`config.mk`:
```
export PLATFORM = sky130hd
export DESIGN_NAME = sisc_core_p
export DESIGN_NICKNAME = d
export VERILOG_FILES = /design/src/rtl/sisc_core_p.sv
export SDC_FILE = /design/constraint.sdc
export NUM_CORES = 2
export LEC_CHECK = 0
export ABC_CLOCK_PERIOD_IN_PS = 4200
export CORE_MARGIN = 2
export CORE_UTILIZATION = 30
export DETAILED_ROUTE_END_ITERATION = 10
export SLEW_MARGIN = 10
export SYNTH_ARGS = -nofsm -noshare
export SYNTH_HDL_FRONTEND = slang
export SYNTH_SLANG_ARGS = --single-unit
```
`constraint.sdc`:
```
create_clock -name clk -period 4.2 [get_ports clk]
set_input_delay 0.84 -clock clk [delete_from_list [all_inputs] [get_ports clk]]
set_output_delay 0.84 -clock clk [all_outputs]
set_load 0.03 [all_outputs]
```
`src/rtl/sisc_core_p.sv`:
```
// sisc_core_p: parametrised multicycle SISC core.
//   Instructions are fetched over a req/ack handshake, then decoded, executed
//   and (for ALU ops) written back. The core has immediate ALU ops,
//   conditional absolute and relative branches, halt, and a debug register
//   read port.
// Ports:
//   clk, rst_f       clock (rising edge), asynchronous active-low reset
//   imem_addr/req    fetch address (= pc) and request (high only in FETCH)
//   imem_ack/rdata   instruction valid / word, sampled when req & ack
//   pc, stat         program counter, status {C,N,V,Z}
//   halted           high in HALT
//   dbg_sel/data     combinational register read (0 for index >= NREG)
module sisc_core_p #(
    parameter int DW   = 32,
    parameter int NREG = 16,
    parameter int PCW  = 16
) (
    input  logic           clk,
    input  logic           rst_f,
    output logic [PCW-1:0] imem_addr,
    output logic           imem_req,
    input  logic           imem_ack,
    input  logic [31:0]    imem_rdata,
    output logic [PCW-1:0] pc,
    output logic [3:0]     stat,
    output logic           halted,
    input  logic [3:0]     dbg_sel,
    output logic [DW-1:0]  dbg_data
);

    typedef enum logic [2:0] {
        S_IDLE, S_FETCH, S_DECODE, S_EXEC, S_WB, S_HALT
    } state_t;

    state_t        state, state_nxt;
    logic [31:0]   ir;
    logic [DW-1:0] regs [NREG];
    logic [DW-1:0] opa, opb, res_q;
    logic [3:0]    flags_q;

    logic [3:0]    op, mm, rd, rs, rt;
    logic [15:0]   imm;
    logic [DW-1:0] imm_dw;

    assign op  = ir[31:28];
    assign mm  = ir[27:24];
    assign rd  = ir[23:20];
    assign rs  = ir[19:16];
    assign rt  = ir[15:12];
    assign imm = ir[15:0];
    // Size cast of a signed value sign-extends (DW > 16) or truncates (DW < 16).
    assign imm_dw = DW'($signed(imm));

    // Register read; indices with no backing register return zero.
    function automatic logic [DW-1:0] rd_reg(input logic [3:0] idx);
        logic [DW-1:0] r;
        r = '0;
        for (int i = 0; i < NREG; i++)
            if (idx == 4'(i)) r = regs[i];
        return r;
    endfunction

    always_comb dbg_data = rd_reg(dbg_sel);

    // ALU on the operands latched in DECODE.
    logic [DW:0]   sum, dif;
    logic [DW-1:0] alu_res;
    logic          alu_c, alu_v;

    always_comb begin
        sum     = {1'b0, opa} + {1'b0, opb};
        dif     = {1'b0, opa} - {1'b0, opb};
        alu_res = sum[DW-1:0];
        alu_c   = sum[DW];
        alu_v   = (opa[DW-1] == opb[DW-1]) && (sum[DW-1] != opa[DW-1]);
        case (mm)
            4'd1: begin
                alu_res = dif[DW-1:0];
                alu_c   = dif[DW];  // borrow: set when opa < opb unsigned
                alu_v   = (opa[DW-1] != opb[DW-1]) && (dif[DW-1] != opa[DW-1]);
            end
            4'd2: begin alu_res = opa & opb; alu_c = 1'b0; alu_v = 1'b0; end
            4'd3: begin alu_res = opa | opb; alu_c = 1'b0; alu_v = 1'b0; end
            4'd4: begin alu_res = opa ^ opb; alu_c = 1'b0; alu_v = 1'b0; end
            4'd5: begin alu_res = ~opa;      alu_c = 1'b0; alu_v = 1'b0; end
            default: ;
        endcase
    end

    // Branch condition and targets.
    logic           take;
    logic [PCW-1:0] pc_inc, bra_tgt, brr_tgt;

    assign take    = (mm == 4'd0) || ((stat & mm) != 4'd0);
    assign pc_inc  = pc + PCW'(1);
    assign bra_tgt = PCW'(imm);
    assign brr_tgt = pc_inc + PCW'($signed(imm));

    // State register
    always_ff @(posedge clk or negedge rst_f) begin
        if (!rst_f) state <= S_IDLE;
        else        state <= state_nxt;
    end

    // Next-state logic
    always_comb begin
        state_nxt = state;
        case (state)
            S_IDLE:   state_nxt = S_FETCH;
            S_FETCH:  if (imem_ack) state_nxt = S_DECODE;
            S_DECODE: state_nxt = S_EXEC;
            S_EXEC: begin
                if (op == 4'h1 || op == 4'h2) state_nxt = S_WB;
                else if (op == 4'hF)          state_nxt = S_HALT;
                else                          state_nxt = S_FETCH;
            end
            S_WB:     state_nxt = S_FETCH;
            S_HALT:   state_nxt = S_HALT;
            default:  state_nxt = S_IDLE;
        endcase
    end

    // Outputs
    always_comb begin
        imem_req  = (state == S_FETCH);
        halted    = (state == S_HALT);
        imem_addr = pc;
    end

    // Datapath
    always_ff @(posedge clk or negedge rst_f) begin
        if (!rst_f) begin
            pc      <= '0;
            ir      <= '0;
            stat    <= '0;
            opa     <= '0;
            opb     <= '0;
            res_q   <= '0;
            flags_q <= '0;
            for (int i = 0; i < NREG; i++) regs[i] <= '0;
        end else begin
            case (state)
                S_FETCH: if (imem_ack) ir <= imem_rdata;
                S_DECODE: begin
                    opa <= rd_reg(rs);
                    opb <= (op == 4'h2) ? imm_dw : rd_reg(rt);
                end
                S_EXEC: begin
                    case (op)
                        4'h1, 4'h2: begin
                            res_q   <= alu_res;
                            flags_q <= {alu_c, alu_res[DW-1], alu_v, alu_res == '0};
                        end
                        4'h4:    pc <= take ? bra_tgt : pc_inc;
                        4'h5:    pc <= take ? brr_tgt : pc_inc;
                        4'hF:    ;  // halt keeps pc pointing at the HLT
                        default: pc <= pc_inc;
                    endcase
                end
                S_WB: begin
                    // rd beyond NREG matches no register, so the write drops.
                    for (int i = 0; i < NREG; i++)
                        if (rd == 4'(i)) regs[i] <= res_q;
                    stat <= flags_q;
                    pc   <= pc_inc;
                end
                default: ;
            endcase
        end
    end

endmodule

```
==> summary.md <==
| Metric | Value |
|---|---|
| Post-synth ARST share | `100%` |
| LEAKAGE | `22.4 nW` |
| Overall routing resource usage | `25.0%` |
| Status | `complete, but fails checks` |
| Register area share after synthesis | `40.6%` |
| Pin count of the biggest net entering global routing | `91` |
| Longest Clk Path Bufs | `3` |
| 1st-pass router iterations | `11` |
| Core Util, Final | `37.0%` |
| Initial antenna violation count | `6` |
| H-tree depth | `3` |
| Reg2reg start | `opb[0]$_DFFE_PN0N_` |
| Global-route wire length before repair | `263000 microns` |
| Met3 Use GR | `7.22%` |
| # IOs | `109` |
| TritonCTS Sinks | `666` |
| CP Class | `primary input to primary output` |
| GRT busiest layer | `met2` |
| Post-route minimum period | `4150 ps` |
| 1st-iter DRT viols | `5789` |
| Slew Limit Fails | `0` |
| Core region area | `136000 sq um` |
| Power Total | `35.9 mW` |
| Mapped Cells | `4070` |
| Syn avg cell area | `10.1 sq um` |
| I/O Buffers | `108` |
| Final wirelength | `181000 microns` |
| Gr ovfl total | `0` |
| Number of global-route vias before repair | `37500` |
| RSZ-0062 raised after global routing | `true` |
| Worst setup EP type | `primary output` |
| Met1 Usage GRT | `32.3%` |
| Slew @ Worst Pin | `1370 ps` |
| Fill cells | `13300` |
| TritonCTS Buffers | `74` |
| CP startpoint kind | `primary input` |
| Final worst-path cycle share | `98.9%` |
| Flops & latches, synth | `666` |
| DRC violations left | `1` |
| Final-stage net count | `4491` |
| Synth Cell Area | `41000 sq um` |
| Die width | `374 microns` |
| Post-DRT Antenna Nets | `0` |
| Vias | `38900` |
| Die area | `140000 sq um` |
| Post-synthesis cell type count | `96` |
| Post-synth EDFFs | `0` |
| CTS tree | `built` |
| Rel. slew slack | `6.09%` |
| Hold Fails Final Rpt | `0` |
| Ys flop type | `dfrtp_1` |
| Hold_ws | `211 ps` |
| CP startpoint | `dbg_sel[1]` |
| Pwr dens | `714 nW/um^2` |
| Final setup fails | `0` |
| Area growth, synth to finish | `22.4%` |
| Initial Utilization | `30.3%` |
| Post-CTS Hold Fix Bufs | `0` |
| DP Wirelength | `127000 microns` |
| Cell row count | `135` |
| Worst VDD drop | `0.321 mV` |
| GPL Wtd Cong | `0.975` |
| Max_cap viols | `0` |
| Met2 Use GR | `37.9%` |
| Required time worst endpoint | `3360 ps` |
| Fraction of layout cells with a size suffix above 1 | `30.4%` |
| Routed wire per std cell | `29.3 microns` |
| Synth warn | `0` |
| Clk slew on worst S/H paths | `60 ps` |
| DR vias/cell | `6.30` |
| Clock skew | `30.4 ps` |
| Critical path arrival | `3310 ps` |
| Hold Crit Class | `primary input to async pin` |
| Failing checks | `DRC` |
| CP Max Fanout | `7` |
| Post-Syn Nets | `4225` |
| Max Clock Freq | `241 MHz` |
| Clock Latency Late Sink | `710 ps` |
| Chip Height | `374 microns` |
| Root Driver | `clkbuf_16` |
[cells by family (layout without fill, tap and decap cells)]
group	after synthesis	count (layout)	synth area share, %
compound gates	1315	1315	23.2
xor+xnor	29	29	0.619
fa+ha+maj	116	116	3.59
buf+inv	473	795	4.65
flops	666	666	40.6
mux	616	616	17.3
other cells	0	1	0
simple gates	855	855	10.0
[routing by layer]
metal  vias to the layer above  wire [microns]  part of all wire, %
met2                      2586           79600                   44
li1                      16300               -                    -
met3                       641           19700                   11
met4                         8           10200                  5.6
met5                         -              54                0.030
met1                     19400           71300                   39
[through the flow]
stage | instances | setup TNS, ps | worst slack (ps) | cell area (sq um)
after floorplan | 4070 | 0 | 239 | 41000
after global placement | 6016 | -5320 | -371 | 47000
after detailed placement | 6016 | -3740 | -272 | 47000
after CTS | 6154 | 0 | 5.11 | 49800
after global routing | 6173 | -97.2 | -97.2 | 50200
final | 6174 | 0 | 47.5 | 50200
[worst paths after layout]
path,end,slack (ps),depth (start not counted)
max reg2reg,flags_q[0]$_DFFE_PN0P_,50,15
min,ir[0]$_DFFE_PN0P_,210,1
min in group clk,flags_q[1]$_DFFE_PN0P_,490,1
min reg2reg,flags_q[1]$_DFFE_PN0P_,490,1
max,dbg_data[20],50,14
max in group asynchronous,regs[183]$_DFFE_PN0P_,2930,2
[synth_stat cells, drive strengths merged (28+ instances only)]
cell type	number	share of area, %
a22oi	278	5.1
nor2	199	1.8
a221o	36	0.88
nand2	222	2.0
o22ai	34	0.52
clkbuf	290	2.7
ha	113	3.4
a2111oi	29	0.62
inv	117	1.1
o21ai	267	3.3
mux2i	42	1.0
dfrtp	666	41
a31oi	40	0.61
buf	64	0.91
a211oi	28	0.57
nand3	155	1.9
nor3	68	0.86
nand4	62	0.95
a221oi	95	2.0
a222oi	90	2.2
a21oi	155	1.9
nand2b	38	0.58
mux2	554	15
a22o	76	1.6
o211ai	30	0.56
[sequential cells by signal, indices dropped and copies added (netlist names)]
| signal | count |
|---|---|
| res_q | 31 |
| imem_addr | 16 |
| opa | 32 |
| stat | 4 |
| regs | 512 |
| opb | 32 |
| flags_q | 4 |
| ir | 32 |
| state | 3 |
[power by group]
part           total, mW  internal, mW  switching, mW
Sequential          9.89          7.62           2.27
Clock               6.96          3.98           2.99
Combinational       19.0          7.50           11.5
[cell type report]
| class | count | area, sq um | area share (%) |
|---|---|---|---|
| flip-flops and latches | 666 | 16700 | 33.2 |
| inverters | 119 | 447 | 0.889 |
| multi-input cells | 2931 | 23300 | 46.3 |
| diodes | 1 | 2.50 | 0.00498 |
| repair buffers | 544 | 5100 | 10.2 |
| clock inverters | 27 | 413 | 0.822 |
| clock buffers | 105 | 2110 | 4.20 |
| well taps | 1781 | 2230 | 4.44 |
[cells in the final DEF, fill, tap and decap left out, types with 19 or more instances in the layout]
cell,n
clkdlybuf4s50_1,73
a31oi_1,39
a22o_1,76
a221o_1,36
mux2_2,554
a2111oi_0,22
nand4_1,62
a221oi_1,84
o211ai_1,29
dfrtp_1,663
nor2_1,171
a22oi_1,277
nand2b_1,35
nor3_1,45
nor2_4,21
ha_1,100
inv_1,111
mux4_2,20
a21o_1,22
o22ai_1,34
o21ai_0,257
mux2i_1,42
clkbuf_16,75
a21oi_1,150
a222oi_1,90
a211oi_1,19
buf_12,61
buf_4,393
nand3_1,151
nand2_1,211
[critical path, cell delays in order]
cell and delay (ps):
clkdlybuf4s50_1 470, buf_6 140, inv_1 100, nand2_4 110, nor3_4 50, buf_4 140, buf_4 160, buf_4 190
a222oi_1 340, nand3_1 110, o21ai_0 160, nand4_1 140, buf_4 210, buf_12 140
[what timing repair did]
action / 4_1_cts / 5_1_grt
gates resized for setup: 39 / 69
setup endpoints to repair: 31 / 27
pin swaps: 22 / 37
endpoints found under the hold margin: 0 / 0
buffers inserted: 7 / 19
(Power assumes the default switching activity.)
